File: config.mk
export PLATFORM = sky130hd
export DESIGN_NAME = param_sync_fifo
export DESIGN_NICKNAME = d
export VERILOG_FILES = /design/src/rtl/param_sync_fifo.sv
export SDC_FILE = /design/constraint.sdc
export NUM_CORES = 1
export LEC_CHECK = 0
export CAP_MARGIN = 40
export CORE_AREA = 2 2 142 158
export DETAILED_ROUTE_END_ITERATION = 10
export DIE_AREA = 0 0 144 160
export GPL_TIMING_DRIVEN = 0
export MAX_ROUTING_LAYER = met4
export PLACE_DENSITY = 0.41
export SYNTH_ARGS = -nofsm -noshare
export SYNTH_HDL_FRONTEND = slang
export SYNTH_SLANG_ARGS = --single-unit
export TNS_END_PERCENT = 100
File: constraint.sdc
create_clock -name clk -period 6.61 [get_ports clk]
set_input_delay 0.9915 -clock clk [delete_from_list [all_inputs] [get_ports clk]]
set_output_delay 0.9915 -clock clk [all_outputs]
set_load 0.01 [all_outputs]
File: src/rtl/param_sync_fifo.sv
// rtl/param_sync_fifo.sv - parameterised single-clock FIFO with registered read data and status flags
module param_sync_fifo #(
   parameter int DATA_WIDTH = 8,
   parameter int DEPTH      = 16,
   parameter int AF_THRESH  = DEPTH - 2,
   parameter int AE_THRESH  = 2
) (
   input  logic                    clk,
   input  logic                    rst,
   input  logic [DATA_WIDTH-1:0]   din,
   input  logic                    wr_en,
   input  logic                    rd_en,
   output logic [DATA_WIDTH-1:0]   dout,
   output logic                    valid,
   output logic                    full,
   output logic                    empty,
   output logic                    almost_full,
   output logic                    almost_empty,
   output logic [$clog2(DEPTH):0]  data_count,
   output logic                    overflow,
   output logic                    underflow
);

   localparam int AW = $clog2(DEPTH);
   localparam int CW = AW + 1;
   localparam logic [CW-1:0] DEPTH_C = CW'(DEPTH);
   localparam logic [CW-1:0] AF_C    = CW'(AF_THRESH);
   localparam logic [CW-1:0] AE_C    = CW'(AE_THRESH);

   logic [DATA_WIDTH-1:0] mem [DEPTH];
   logic [AW-1:0]         wr_ptr;
   logic [AW-1:0]         rd_ptr;
   logic                  rd_acc;
   logic                  wr_acc;

   // A full FIFO still takes a write when a read frees a slot on the same edge.
   assign rd_acc = rd_en && !empty;
   assign wr_acc = wr_en && (!full || rd_acc);

   assign full         = (data_count == DEPTH_C);
   assign empty        = (data_count == '0);
   assign almost_full  = (data_count >= AF_C);
   assign almost_empty = (data_count <= AE_C);

   // Storage is not reset; only the pointers and count define what is held.
   always_ff @(posedge clk) begin
      if (wr_acc && !rst) begin
         mem[wr_ptr] <= din;
      end
   end

   always_ff @(posedge clk or posedge rst) begin
      if (rst) begin
         wr_ptr     <= '0;
         rd_ptr     <= '0;
         data_count <= '0;
         dout       <= '0;
         valid      <= 1'b0;
         overflow   <= 1'b0;
         underflow  <= 1'b0;
      end else begin
         valid     <= rd_acc;
         overflow  <= wr_en && full && !rd_acc;
         underflow <= rd_en && empty;
         if (wr_acc) begin
            wr_ptr <= wr_ptr + AW'(1);
         end
         if (rd_acc) begin
            dout   <= mem[rd_ptr];
            rd_ptr <= rd_ptr + AW'(1);
         end
         if (wr_acc && !rd_acc) begin
            data_count <= data_count + CW'(1);
         end else if (rd_acc && !wr_acc) begin
            data_count <= data_count - CW'(1);
         end
      end
   end

endmodule
==> Yosys cells after proc, flatten, opt, wreduce, memory -nomap -nowiden <==
Memory sizes are Yosys's and may differ from the RTL's. A register that Yosys moved wholly into a read port is not among the register bits.
Index checks and enable logic that the tools add are counted.
{ "word_totals": {"mem_bits_rw": 128, "mem_bits_ro": 0, "regBits": 16, "mem_count": 1, "latchBits": 0, "out_inout_bits": 20, "input_bits": 12} }
{ "classes": {"n_eq_ne": 1, "n_bitwise": 0, "addsub": 4, "order_cmp": 2, "n_reduce_logical": 16, "div_mod_pow": 0, "mul": 0, "n_mux": 4, "shift": 0} }
{ "memory_table": {"columns": ["name", "words", "word_bits", "read_ports", "rd_ports_with_merged_regs", "write_ports", "line_no", "source"], "rows": [
  ["mem", 16, 8, 1, 1, 1, "30", "logic [DATA_WIDTH-1:0] mem [DEPTH];"]
]} }
{ "ops": {"columns": ["op", "count"], "rows": [
  ["$mux 5", 2],
  ["$add 4x1->4 const B", 2],
  ["$logic_and 1x1->1", 8],
  ["$add 5x1->5 const B", 1],
  ["$eq 5x5->1 const B", 1],
  ["$ge 5x4->1 const B", 1],
  ["$le 5x2->1 const B", 1],
  ["$logic_not 1->1", 5],
  ["$logic_not 5->1", 1],
  ["$sub 5x1->5 const B", 1],
  ["$mux 1", 2],
  ["$reduce_bool 2->1", 1],
  ["$logic_or 1x1->1", 1]
]} }

==> Logic depth before layout (Yosys ltp) <==
{ "depth": {"depth_word": 9, "ltp_mapped": 12} }

==> Worst setup path before layout <==
Ideal clock, no wire load.
{ "synth_path": {"path_kind": "input port to flip-flop", "from": "input rd_en", "to": "register data_count[4]", "path_slack_ps": 3781, "setup_ps": 80, "arrival_ps": 2749, "required_time_ps": 6530, "cell_stages": 11, "cell_sequence": "inv_1 > a21oi_2 > inv_2 > buf_6 > ha_1 > inv_1 > ha_1 > a21o_1 > a21oi_1 > mux2i_1 > xnor2_1"} }
{ "synth_between": {"elab_chain_len": 6} }
{ "synth_lines": {"columns": ["item", "line_no", "source"], "rows": [
  ["start, declared", "12", "input logic rd_en,"],
  ["$logic_and 1x1->1 *", "37", "assign rd_acc = rd_en && !empty;"],
  ["via rd_acc", "33", "logic rd_acc;"],
  ["$logic_or 1x1->1", "38", "assign wr_acc = wr_en && (!full || rd_acc);"],
  ["$logic_and 1x1->1", "38", null],
  ["$logic_not 1->1", "74", "end else if (rd_acc && !wr_acc) begin"],
  ["$logic_and 1x1->1", "74", null],
  ["$reduce_bool 2->1 (no source line)", null, null],
  ["end signal, assigned", "73", "data_count <= data_count + CW'(1);"],
  ["end signal, assigned", "75", "data_count <= data_count - CW'(1);"],
  ["end, declared", "19", "output logic [$clog2(DEPTH):0] data_count,"]
]} }
Mark *: on every way through the listed nets, which the timed path passes. The rest lies on a longest branch.
A chain may end at the register's enable or synchronous reset.

==> Worst setup path after layout <==
Same ends and word-level chain as after synthesis.

==> metrics.yaml <==
status: "complete, no violations"
max-slew-margin-rel_pct: 55.9
final_weighted_congestion_of_routability_driven_global_placement: 0.717
worst-r2r-cell-count: 11
grt_most_used_layer: "met2"
clock_path_buffers: 2
nature_of_the_critical_path_endpoint: "flop"
grt_overflow_total: 0
worstHoldEndpoint: "dout[1]"
fillCellCount: 2049
timing.rr.end: "data_count[4]"
fmax_mhz: 310
most-common-layout-cells: "edfxtp_1, clkdlybuf4s50_1, mux4_2"
tritoncts_num_sinks: 152
period_minus_slack_ps: 3230
slew_viol_final: 0
synth.yosys.warnings: 0
timing_worst_slew_pin_value_ps: 659
grtUsageMet3_pct: 2.85
regToRegStartpoint: "data_count[0]"
synth_fp_nets: 340
grt_first_pass_wirelength_um: 20500
synth_top_flop_cell: "edfxtp_1"
antennaDiodeCount: 0
vdd.ir_drop.worst_uv: 237
grt_util_all_layers_pct: 13.1
use_met1_pct: 16.5
drtIter0Drc: 218
holdCritStartpoint: "dout[1]"
place.detailed.hpwl_um: 9400
post_synthesis_sequential_area_ratio_pct: 72.2
number_of_buffers_created_by_cts: 17
worstSetupPathType: "input pin to flop"
ys_async_sr_fraction_pct: 15.8
numPortBuffers: 31
drt_pre_antenna_iters: 4
die_y_um: 160
clk-insertion-delay-late_ps: 410
worstPathMaxFanout: 10
fin_skew_ps: 8.54
postSynthRegisterBits: 152
post_route_cells_drive_above_1_share_pct: 22.4
ctsRootBufferMaster: "clkbuf_16"
finalWirelength_um: 13600
max-cap-violations: 0
grt_pass1_vias: 3209
mappedNetlistArea_sq_um: 6160
start_util_pct: 28.5
finalWorstSetupSlack_ps: 3380
critical_path.startpoint_type: "input pin"
wl_per_cell_um: 19.7
tritoncts_clock_tree: "yes"
route.antenna.remaining_nets: 0
layout_commonest_cell: "edfxtp_1"
post_synth_num_cell_types: 36
timing.reg2reg.setup_slack_ps: 3630
vias: 3068
tcrit_tclk_final_pct: 48.9
design.final.nets: 407
cts_hold_buf: 0
worst_hold_path_type: "flop to flop"
fp.dieArea_sq_um: 23000
total_leakage_power_nw: 2.61
worst-endpoint-required_ps: 6950
core_area_sq_um: 21600
viasPerCell: 4.43
drc: 0
ctsResizeCount: 0
setup_viol: 0
cellPowerDensity_nw_per_um2: 415
placementRows: 57
count_of_flip_flops_with_a_built_in_enable_after_synthesis: 128
die_w_um: 144
io-pin-count: 32
met2_usage_pct: 21.2
synthCells: 318
design_area_sq_um: 7560
grt_start_max_net_pins: 17
setup_tns_ps: 0
worst_setup_hold_path_clk_slew_ps: 60
detailed_place.area_sq_um: 7000
preCtsSetupSlack_ps: 2920
postCtsSetupBuffers: 0
timing_hold_violations_final: 0
h-tree-depth: 4
antenna_found_initial: 0
area_delta_synth_final_pct: 22.7
critical_path_arrival_ps: 3570
grt_setup_unrepaired: "false"
timing.hold.worst_path_depth: 2
synth_area_per_cell_sq_um: 19.4
area by class of cell:
| class | instances | area [sq um] | share of cell area, % |
|---|---|---|---|
| Multi-Input combinational cell | 143 | 1550 | 20.5 |
| Tap cell | 295 | 369 | 4.88 |
| Sequential cell | 152 | 4440 | 58.8 |
| Clock buffer | 19 | 433 | 5.73 |
| Buffer | 14 | 129 | 1.71 |
| Clock inverter | 13 | 129 | 1.71 |
| Timing Repair Buffer | 48 | 469 | 6.21 |
| Inverter | 9 | 33.8 | 0.447 |
power by group:
group / switching [mW] / internal [mW]
sequential: 0.0839 / 1.15
combinational: 0.479 / 0.488
clock: 0.379 / 0.553
total: 0.942 / 2.19
worst max-delay path: stages:
cell	delay (ps)
clkdlybuf4s50_1	480
inv_1	90
a21oi_2	330
inv_2	110
buf_6	170
ha_1	210
inv_1	150
ha_1	300
a21o_1	180
a21oi_1	180
mux2i_1	240
xnor2_1	140
through the flow:
stage | util (%) | power (mW) | hold slack [ps] | cells
finish | 35.0 | 3.14 | 497 | 693
global route | 35.0 | 3.30 | 533 | 693
CTS | 35.0 | 3.19 | 505 | 693
detailed placement | 32.4 | 2.25 | 491 | 661
global placement | 31.6 | 2.23 | 484 | 644
floorplan | - | 1.89 | 493 | 318
logic make-up (layout without fill, tap and decap cells):
family / Yosys count / in the layout / synth area share (%)
flip-flops: 152 / 152 / 72.2
AO/OA/AOI/OAI: 18 / 18 / 2.36
adder cells (fa/ha/maj): 10 / 10 / 2.15
multiplexers: 51 / 51 / 15.3
AND/OR/NAND/NOR: 54 / 54 / 3.98
XOR/XNOR: 10 / 10 / 1.42
buffers and inverters: 23 / 103 / 2.64
layer usage:
layer	up-vias	part of all wire [%]
met2	53	52
met5	-	0
met4	0	1.1
met1	1612	44
met3	11	2.5
li1	1392	-
synth_stat cells (2+ instances only):
master / count / area (sq um)
mux4_1: 7 / 184
a21o_1: 2 / 15.0
buf_4: 4 / 30.0
nor2_1: 20 / 75.1
inv_1: 8 / 30.0
mux2_2: 2 / 22.5
dfrtp_1: 24 / 601
edfxtp_1: 128 / 3840
nor3_1: 2 / 10.0
mux4_2: 25 / 563
nand4_1: 2 / 12.5
nand2_1: 22 / 82.6
xnor2_1: 9 / 78.8
buf_6: 4 / 45.0
ha_1: 9 / 113
buf_2: 3 / 15.0
o21ai_0: 4 / 20.0
a21oi_1: 2 / 10.0
mux2i_1: 17 / 170
nand3_1: 2 / 10.0
o221ai_1: 7 / 61.3
worst max path at each step:
| stage | depth (start not counted) | to | start |
|---|---|---|---|
| floorplan | 11 | data_count[4] | rd_en |
| global placement | 4 | mem[7][5] | rst |
| CTS | 12 | data_count[4] | rd_en |
| finish | 12 | data_count[4] | rd_en |
| detailed placement | 12 | data_count[4] | rd_en |
| global route | 12 | data_count[4] | rd_en |
state kept, by name, indices dropped and copies added (netlist names):
name,cells
data_count,5
overflow,1
valid,1
underflow,1
wr_ptr,4
dout,8
mem,128
rd_ptr,4
Power figures use the tool's default switching activity.
